<file path="src/rtl/fifo_pkg.sv">
// fifo_pkg: read-mode constants and threshold legality check shared by the FIFO files.
package fifo_pkg;
  localparam int MODE_STD  = 0;
  localparam int MODE_FWFT = 1;
  function automatic bit levels_ok(input int depth, input int af, input int ae);
    return (ae < af) && (af <= (1 << depth));
  endfunction
endpackage

</file>
<file path="src/rtl/fifo_sync_ram.sv">
// fifo_sync_ram: 2^DEPTH x WIDTH storage, synchronous write, asynchronous read.
module fifo_sync_ram #(
  parameter int WIDTH = 32,
  parameter int DEPTH = 7
) (
  input  logic             clk,
  input  logic             we,
  input  logic [DEPTH-1:0] waddr,
  input  logic [WIDTH-1:0] wdata,
  input  logic [DEPTH-1:0] raddr,
  output logic [WIDTH-1:0] rdata
);
  logic [WIDTH-1:0] mem [2**DEPTH];
  always_ff @(posedge clk)
    if (we) mem[waddr] <= wdata;
  assign rdata = mem[raddr];
endmodule

</file>
<file path="src/rtl/fifo_sync_buffer.sv">
// fifo_sync_buffer: single-clock FIFO with status flags, occupancy count, error strobes and optional FWFT read.
module fifo_sync_buffer
  import fifo_pkg::*;
#(
  parameter int WIDTH    = 32,
  parameter int DEPTH    = 7,
  parameter int AF_LEVEL = 2**DEPTH - 4,
  parameter int AE_LEVEL = 4,
  parameter int FWFT     = MODE_STD
) (
  input  logic             clk_in,
  input  logic             reset,
  input  logic             flush,
  input  logic             insert,
  input  logic [WIDTH-1:0] data_in,
  input  logic             remove,
  output logic [WIDTH-1:0] data_out,
  output logic             full,
  output logic             empty,
  output logic             almost_full,
  output logic             almost_empty,
  output logic [DEPTH:0]   count,
  output logic             overflow,
  output logic             underflow
);
  localparam logic [DEPTH:0] AF_CNT = (DEPTH+1)'(AF_LEVEL);
  localparam logic [DEPTH:0] AE_CNT = (DEPTH+1)'(AE_LEVEL);
  if (!levels_ok(DEPTH, AF_LEVEL, AE_LEVEL)) begin : g_bad_levels
    $error("fifo_sync_buffer: thresholds must satisfy AE_LEVEL < AF_LEVEL <= 2^DEPTH");
  end
  logic [DEPTH:0]   wr_ptr, rd_ptr, wr_ptr_nx, rd_ptr_nx, count_nx;
  logic [DEPTH-1:0] rd_addr;
  logic [WIDTH-1:0] rdata, data_d;
  logic             wr_ok, rd_ok, bypass, data_en;
  always_comb begin
    rd_ok     = remove && !empty;
    wr_ok     = insert && (!full || rd_ok);
    wr_ptr_nx = wr_ptr + (DEPTH+1)'(wr_ok);
    rd_ptr_nx = rd_ptr + (DEPTH+1)'(rd_ok);
    count_nx  = wr_ptr_nx - rd_ptr_nx;
    // FWFT looks ahead at the post-edge head; a word written this cycle that becomes the head is not in storage yet
    rd_addr   = (FWFT == MODE_FWFT) ? rd_ptr_nx[DEPTH-1:0] : rd_ptr[DEPTH-1:0];
    bypass    = wr_ok && (wr_ptr[DEPTH-1:0] == rd_ptr_nx[DEPTH-1:0]);
    data_d    = (FWFT == MODE_FWFT && bypass) ? data_in : rdata;
    data_en   = (FWFT == MODE_FWFT) ? (count_nx != '0) : rd_ok;
  end
  fifo_sync_ram #(.WIDTH(WIDTH), .DEPTH(DEPTH)) u_ram (
    .clk  (clk_in),
    .we   (wr_ok && !flush && reset),
    .waddr(wr_ptr[DEPTH-1:0]),
    .wdata(data_in),
    .raddr(rd_addr),
    .rdata(rdata)
  );
  always_ff @(posedge clk_in or negedge reset)
    if (!reset) begin
      wr_ptr       <= '0;
      rd_ptr       <= '0;
      count        <= '0;
      data_out     <= '0;
      empty        <= 1'b1;
      almost_empty <= 1'b1;
      full         <= 1'b0;
      almost_full  <= 1'b0;
      overflow     <= 1'b0;
      underflow    <= 1'b0;
    end else if (flush) begin
      wr_ptr       <= '0;
      rd_ptr       <= '0;
      count        <= '0;
      data_out     <= '0;
      empty        <= 1'b1;
      almost_empty <= 1'b1;
      full         <= 1'b0;
      almost_full  <= 1'b0;
      overflow     <= 1'b0;
      underflow    <= 1'b0;
    end else begin
      wr_ptr       <= wr_ptr_nx;
      rd_ptr       <= rd_ptr_nx;
      count        <= count_nx;
      empty        <= wr_ptr_nx == rd_ptr_nx;
      full         <= (wr_ptr_nx[DEPTH-1:0] == rd_ptr_nx[DEPTH-1:0]) && (wr_ptr_nx[DEPTH] != rd_ptr_nx[DEPTH]);
      almost_full  <= count_nx >= AF_CNT;
      almost_empty <= count_nx <= AE_CNT;
      overflow     <= insert && !wr_ok;
      underflow    <= remove && !rd_ok;
      if (data_en) data_out <= data_d;
    end
endmodule

</file>
<file path="config.mk">
export PLATFORM = sky130hd
export DESIGN_NAME = fifo_sync_buffer
export DESIGN_NICKNAME = d
export VERILOG_FILES = /design/src/rtl/fifo_pkg.sv /design/src/rtl/fifo_sync_ram.sv /design/src/rtl/fifo_sync_buffer.sv
export SDC_FILE = /design/constraint.sdc
export NUM_CORES = 2
export LEC_CHECK = 0
export BUFFER_PORTS_ARGS = -buffer_cell sky130_fd_sc_hd__clkbuf_2
export CORE_AREA = 2 2 730 732
export DETAILED_ROUTE_END_ITERATION = 8
export DIE_AREA = 0 0 732 734
export GPL_TIMING_DRIVEN = 0
export SYNTH_ARGS = -nofsm -noshare
export SYNTH_HDL_FRONTEND = slang
export SYNTH_HIERARCHICAL = 1
export SYNTH_SLANG_ARGS = --single-unit
</file>
<file path="constraint.sdc">
create_clock -name clk_in -period 5.01 [get_ports clk_in]
set_clock_uncertainty 0.1 [all_clocks]
set_input_delay 1.002 -clock clk_in [delete_from_list [all_inputs] [get_ports clk_in]]
set_output_delay 1.002 -clock clk_in [all_outputs]
set_load 0.01 [all_outputs]
</file>
Word level (Yosys, flattened, before mapping)
Memory sizes are Yosys's and may differ from the RTL's. Cells that the tools add are included. W data, S select, Z words.

Register bits after elaboration: 62. Memory bits (writable): 4096. Input port bits: 37. Output and inout bits: 46. Logic and storage cells: 46. Memories kept: 1.

Memories: u_ram.mem (depth 128, width 32, rd ports 1, clocked after memory_dff 0, wr ports 1, RTL line fifo_sync_ram.sv:13) `logic [WIDTH-1:0] mem [2**DEPTH];`.

Add/sub/neg operators: 3. Order comparisons: 2. Eq/ne operators: 3. Muxes and demuxes: 13. Reductions and logical operators: 14.

Operator list (count): $mux W32 (2); $mux W8 (3); $add A8 B1 Y8 (2); $eq A8 B8 Y1 (1); $ge A8 B7 Y1 const B (1); $le A8 B3 Y1 const B (1); $mux W1 (8); $sub A8 B8 Y8 (1); $eq A7 B7 Y1 (1); $logic_and A1 B1 Y1 (7); $logic_not A1 Y1 (5); $reduce_bool A2 Y1 (1); $logic_or A1 B1 Y1 (1); $ne A1 B1 Y1 (1).

Logic depth before layout (Yosys ltp)
Word-level depth: 8. Depth in mapped cells: 14. Mapped depth without buffers: 14.

Modules after synthesis
The synthesis kept the hierarchy.

Modules (own cells, without submodules): fifo_sync_ram (times used 1, cells each 5958, area an instance 155635.5 um^2, sequential area each 122998.0 um^2); fifo_sync_buffer (times used 1, cells each 226, area an instance 2746.4 um^2, sequential area each 1554.0 um^2).

Least setup slack after synthesis
Ideal clock, no wire load.

Path kind: input to register. Start point: in remove. End point: mem u_ram.mem[98][0], enable pin. Arrival: 4.261 ns. Required time: 4.449 ns. Path slack: 0.188 ns. Stages: 6. Buffers on the path: 1. Cells stage by stage: inv_1 o21ai_0 and4b_1 clkbuf_1 nand4_1 nor3_1.

Longest elaborated chain between the ends: 7.

RTL lines: start, declared (RTL line fifo_sync_buffer.sv:16) `input logic remove,`; $logic_and A1 B1 Y1 (RTL line fifo_sync_buffer.sv:36) `rd_ok = remove && !empty;`; $logic_or A1 B1 Y1 (RTL line fifo_sync_buffer.sv:37) `wr_ok = insert && (!full || rd_ok);`; $logic_and A1 B1 Y1 (RTL line fifo_sync_buffer.sv:37); $logic_and A1 B1 Y1 (2 in series) (RTL line fifo_sync_buffer.sv:49) `.we (wr_ok && !flush && reset),`; $mux W1 (RTL line fifo_sync_ram.sv:15) `if (we) mem[waddr] <= wdata;`; $mux W1 (implied by the code) (RTL line fifo_sync_ram.sv:15); end, declared (RTL line fifo_sync_ram.sv:13).

No other way between the ends.

Final worst setup path
Start point: reg empty. End point: mem u_ram.mem[43][20], enable pin.

Longest elaborated chain between the ends: 8.

RTL lines: start, declared (RTL line fifo_sync_buffer.sv:19) `output logic empty,`; start signal, assigned (RTL line fifo_sync_buffer.sv:82) `empty <= wr_ptr_nx == rd_ptr_nx;`; $logic_not A1 Y1 (RTL line fifo_sync_buffer.sv:36); $logic_and A1 B1 Y1 (RTL line fifo_sync_buffer.sv:36); $logic_or A1 B1 Y1 (RTL line fifo_sync_buffer.sv:37); $logic_and A1 B1 Y1 (RTL line fifo_sync_buffer.sv:37); $logic_and A1 B1 Y1 (2 in series) (RTL line fifo_sync_buffer.sv:49); $mux W1 (RTL line fifo_sync_ram.sv:15); $mux W1 (implied by the code) (RTL line fifo_sync_ram.sv:15).

No other way between the ends.

==> run summary <==
Result of the run = finished with violations
Failing checks = setup timing
Total core area = 530,000 um^2
Cell count after synthesis = 6,184
Total congestion overflow = 0
Required time of the critical path = 5.50 ns
Share of power burned in combinational logic = 0.074
Max H-tree Level = 5
Final Cell Area = 187,000 um^2
Average wire per standard cell = 30.1 um
Share of the core filled with cells = 0.353
Y dimension of the die = 734 um
Final worst path period share = 1.01
Leak pwr = 55.2 nW
Classification of the worst-slack hold path = in2async
Psw = 0.0163 W
Number of vias after detailed routing = 73.9k
Number of endpoints failing setup at the final stage = 122
Setup repair after global routing missed its margin = yes
Most used flip-flop cell after synthesis = sky130_fd_sc_hd__edfxtp_1
Maximum fanout encountered on the critical timing path = 19
Die ar. = 537,000 um^2
Number of design-rule violations left by the first detailed-router iteration = 10.4k
Count of non-filler cells in the finished layout = 14.3k
Yosys warns = 6
Share of Yosys cell area claimed by the top area cell type = 0.777
DRC viols = 0
DP Worst Slack = -0.852 ns
Area leader, netlist = sky130_fd_sc_hd__edfxtp_1
Register bit count reported by yosys = 4,158
Root buf cell = sky130_fd_sc_hd__clkbuf_16
Nets = 6,970
Maximum clock rate = 0.197 GHz
Maximum number of pins on one net before global-route repair = 129
Layout cell share with drive strength beyond 1 = 0.350
Number of antenna violations at the first check in global routing = 61
Element type at the critical path end = flop
Internal power summed over all cells = 0.0580 W
Share of power burned in the clock network = 0.410
Largest delay share family, worst path = simple AND/OR/NAND/NOR gates
Min cycle time layout = 5.08 ns
Detail-routed via count per cell = 5.16
Max-slew headroom = 0.0223
Antenna Nets Post-Route = 0
Total of buffers placed on input and output ports = 82
Largest stage delay on the critical path = 0.81 ns
Synth-to-Final Area Change = 18.0%
Pre-antenna DRT Iters = 6
Total buffers and inverters traversed by the critical path = 3
Count of different cell masters after synthesis = 45
Dpl cells = 13.5k
Netlist area before placement = 158,000 um^2
Crit start category = flop
Ordered cell list for the critical path = o21ai_0 > and4b_1 > clkbuf_1 > nand3_1 > clkbuf_2 > nor2_4 > buf_12
Initial cell density of the core = 0.299
Number of flops mapped to enable cells by yosys = 4,096
GRT Total Usage = 0.155
Placer's final routability congestion estimate = 0.874
Final worst slack = -0.0671 ns
Maximum clock path buffer count = 4
Number of maximum-capacitance constraint violations = 0
Avg Cell Area, Syn = 25.6 um^2
Peak VDD IR = 284 uV
Number of hold violations in the final report = 0
Arrival time of data at the critical path endpoint = 5.57 ns
Half-perimeter wire length after detailed placement = 298,000 um
Power Dens Cells = 397 nW/um^2
Slowest cell on the critical path = sky130_fd_sc_hd__nand3_1
Synthesized netlist net count = 6,234
Total CTS buffers = 415
Setup TNS = -4.27 ns
Clk sinks = 4,158
Via count of the first global-routing pass = 74.1k
Share of flip-flops with an asynchronous set or reset after synthesis = 0.0149
Row Count = 268
Number of primary I/O pins = 83
Top area cells in the synthesized netlist = sky130_fd_sc_hd__edfxtp_1 (78%), sky130_fd_sc_hd__mux4_2 (19%), sky130_fd_sc_hd__dfrtp_1 (0.95%)
Worst Path Class, Setup = reg2reg
Global-route wire length before repair = 591,000 um
Sequential share of power = 0.516
Cell Area, Placed = 173,000 um^2
Worst-skew pair later-pin latency = 1.00 ns
Sequential-to-total area share from yosys stat = 0.786
Transition time at the pin with the least slew margin = 1.47 ns
TritonCTS clock tree = yes
Clock transition at path regs = 0.06 ns
Final slew viol count = 0
Total Routed Length = 430,000 um
Die Wd = 732 um
Switch share = 0.220
==> cells by family (layout without fill, tap and decap cells) <==
kind of cell | count (synthesis) | count (layout) | share of synthesized area
flops | 4158 | 4158 | 0.786
mux | 1376 | 1376 | 0.193
buf+inv | 333 | 1418 | 0.00873
simple gates | 235 | 235 | 0.00654
compound gates | 48 | 48 | 0.00255
xor+xnor | 21 | 21 | 0.00131
fa+ha+maj | 13 | 13 | 0.00107
other cells | 0 | 21 | 0
==> repair_timing <==
item,in CTS,in global routing
hold buffers,3,0
pin swaps,0,18
hold endpoints to repair,11,0
buffers inserted,0,45
endpoints found under the setup margin,32,417
gates resized for setup,39,10
==> path summary, 6_finish.rpt <==
| check | start | endpoint | slack (ns) | cells past startpoint |
|---|---|---|---|---|
| worst max-delay path | empty | u_ram/mem[43][20] | -0.07 | 7 |
| worst min-delay path | reset | empty | 0.11 | 2 |
| worst max register to register | empty | u_ram/mem[43][20] | -0.07 | 7 |
| worst min register to register | data_out[11] | data_out[11] | 0.42 | 1 |
| max in group asynchronous | reset | count[6] | 3.98 | 2 |
| min in group clk_in | data_in[20] | u_ram/mem[124][20] | 0.16 | 1 |
==> power by group through the flow <==
stage | Combinational [W] | Clock (W) | Sequential [W]
after floorplan | 0.00310 | 0 | 0.0391
after global placement | 0.00529 | 0 | 0.0391
after detailed placement | 0.00552 | 0 | 0.0390
after CTS | 0.00553 | 0.0309 | 0.0383
after global routing | 0.00580 | 0.0323 | 0.0383
final | 0.00552 | 0.0305 | 0.0383
==> synthesized netlist by cell type, drive strengths merged, types with 9 or more instances <==
master and instances:
mux4 1344, mux2 32, edfxtp 4096, ha 12, dfrtp 60, nor3 15, nor2b 16, nand2 18
xor2 11, buf 135, nand3 21, nor2 147, xnor2 9, a22o 32, clkbuf 190
==> stage by stage <==
step	hold slack [ns]	total power, W
final	0.111	0.0743
after global routing	0.0915	0.0764
after CTS	0.0490	0.0748
after detailed placement	0.396	0.0446
after global placement	0.401	0.0444
after floorplan	0.412	0.0421
==> cell usage in the layout (no fill, tap or decap), types with 4 or more instances in the layout <==
cell type	netlist	layout
sky130_fd_sc_hd__buf_2	79	86
sky130_fd_sc_hd__dfrtp_1	60	60
sky130_fd_sc_hd__clkinv_2	0	64
sky130_fd_sc_hd__inv_16	0	6
sky130_fd_sc_hd__diode_2	0	21
sky130_fd_sc_hd__edfxtp_1	4096	4096
sky130_fd_sc_hd__nand2_1	17	17
sky130_fd_sc_hd__nor3_1	14	4
sky130_fd_sc_hd__inv_1	8	8
sky130_fd_sc_hd__nor2_1	147	27
sky130_fd_sc_hd__nand4_1	6	6
sky130_fd_sc_hd__a21oi_1	4	4
sky130_fd_sc_hd__mux4_2	1344	1344
sky130_fd_sc_hd__clkinv_16	0	4
sky130_fd_sc_hd__nand3_1	21	21
sky130_fd_sc_hd__buf_4	3	32
sky130_fd_sc_hd__clkbuf_4	0	23
sky130_fd_sc_hd__clkbuf_16	0	421
sky130_fd_sc_hd__buf_6	3	32
sky130_fd_sc_hd__bufinv_16	0	37
sky130_fd_sc_hd__buf_1	50	35
sky130_fd_sc_hd__nor2_4	0	119
sky130_fd_sc_hd__ha_1	12	12
sky130_fd_sc_hd__clkinv_1	0	108
sky130_fd_sc_hd__clkbuf_1	190	237
sky130_fd_sc_hd__clkbuf_2	0	91
sky130_fd_sc_hd__xor2_1	11	11
sky130_fd_sc_hd__xnor2_1	8	8
sky130_fd_sc_hd__clkinvlp_4	0	8
sky130_fd_sc_hd__clkbuf_8	0	17
sky130_fd_sc_hd__mux2_2	32	32
sky130_fd_sc_hd__buf_12	0	98
sky130_fd_sc_hd__a22o_1	32	32
sky130_fd_sc_hd__buf_16	0	83
sky130_fd_sc_hd__nor2b_1	16	16
sky130_fd_sc_hd__inv_6	0	13
sky130_fd_sc_hd__nor3_2	1	11
==> state kept, by name, summed over array words and instances, names as in the netlist <==
name	flops
almost_empty	1
full	1
overflow	1
underflow	1
data_out	32
count	8
u_ram/mem	4096
rd_ptr	8
wr_ptr	8
empty	1
almost_full	1
==> area by class of cell <==
type	count	area (um^2)
well taps	7020	8780
repair buffers	323	5410
clock inverters	246	2320
diodes	21	52.6
clock buffers	520	10900
plain buffers	321	1450
fillers	47615	343000
multi-input cells	1693	33400
inverters	8	30.0
flip-flops and latches	4158	125000
==> layer usage <==
| layer | up-vias | part of all wire | global-route usage | wire (um) |
|---|---|---|---|---|
| li1 | 28690 | - | - | - |
| met1 | 40698 | 0.38 | 0.204 | 164000 |
| met2 | 3819 | 0.47 | 0.248 | 201000 |
| met3 | 670 | 0.12 | 0.0507 | 50700 |
| met4 | 26 | 0.030 | 0.0421 | 13000 |
| met5 | - | 0.0017 | 0.00370 | 734 |
Note: power is estimated with default switching activity, not from simulation.
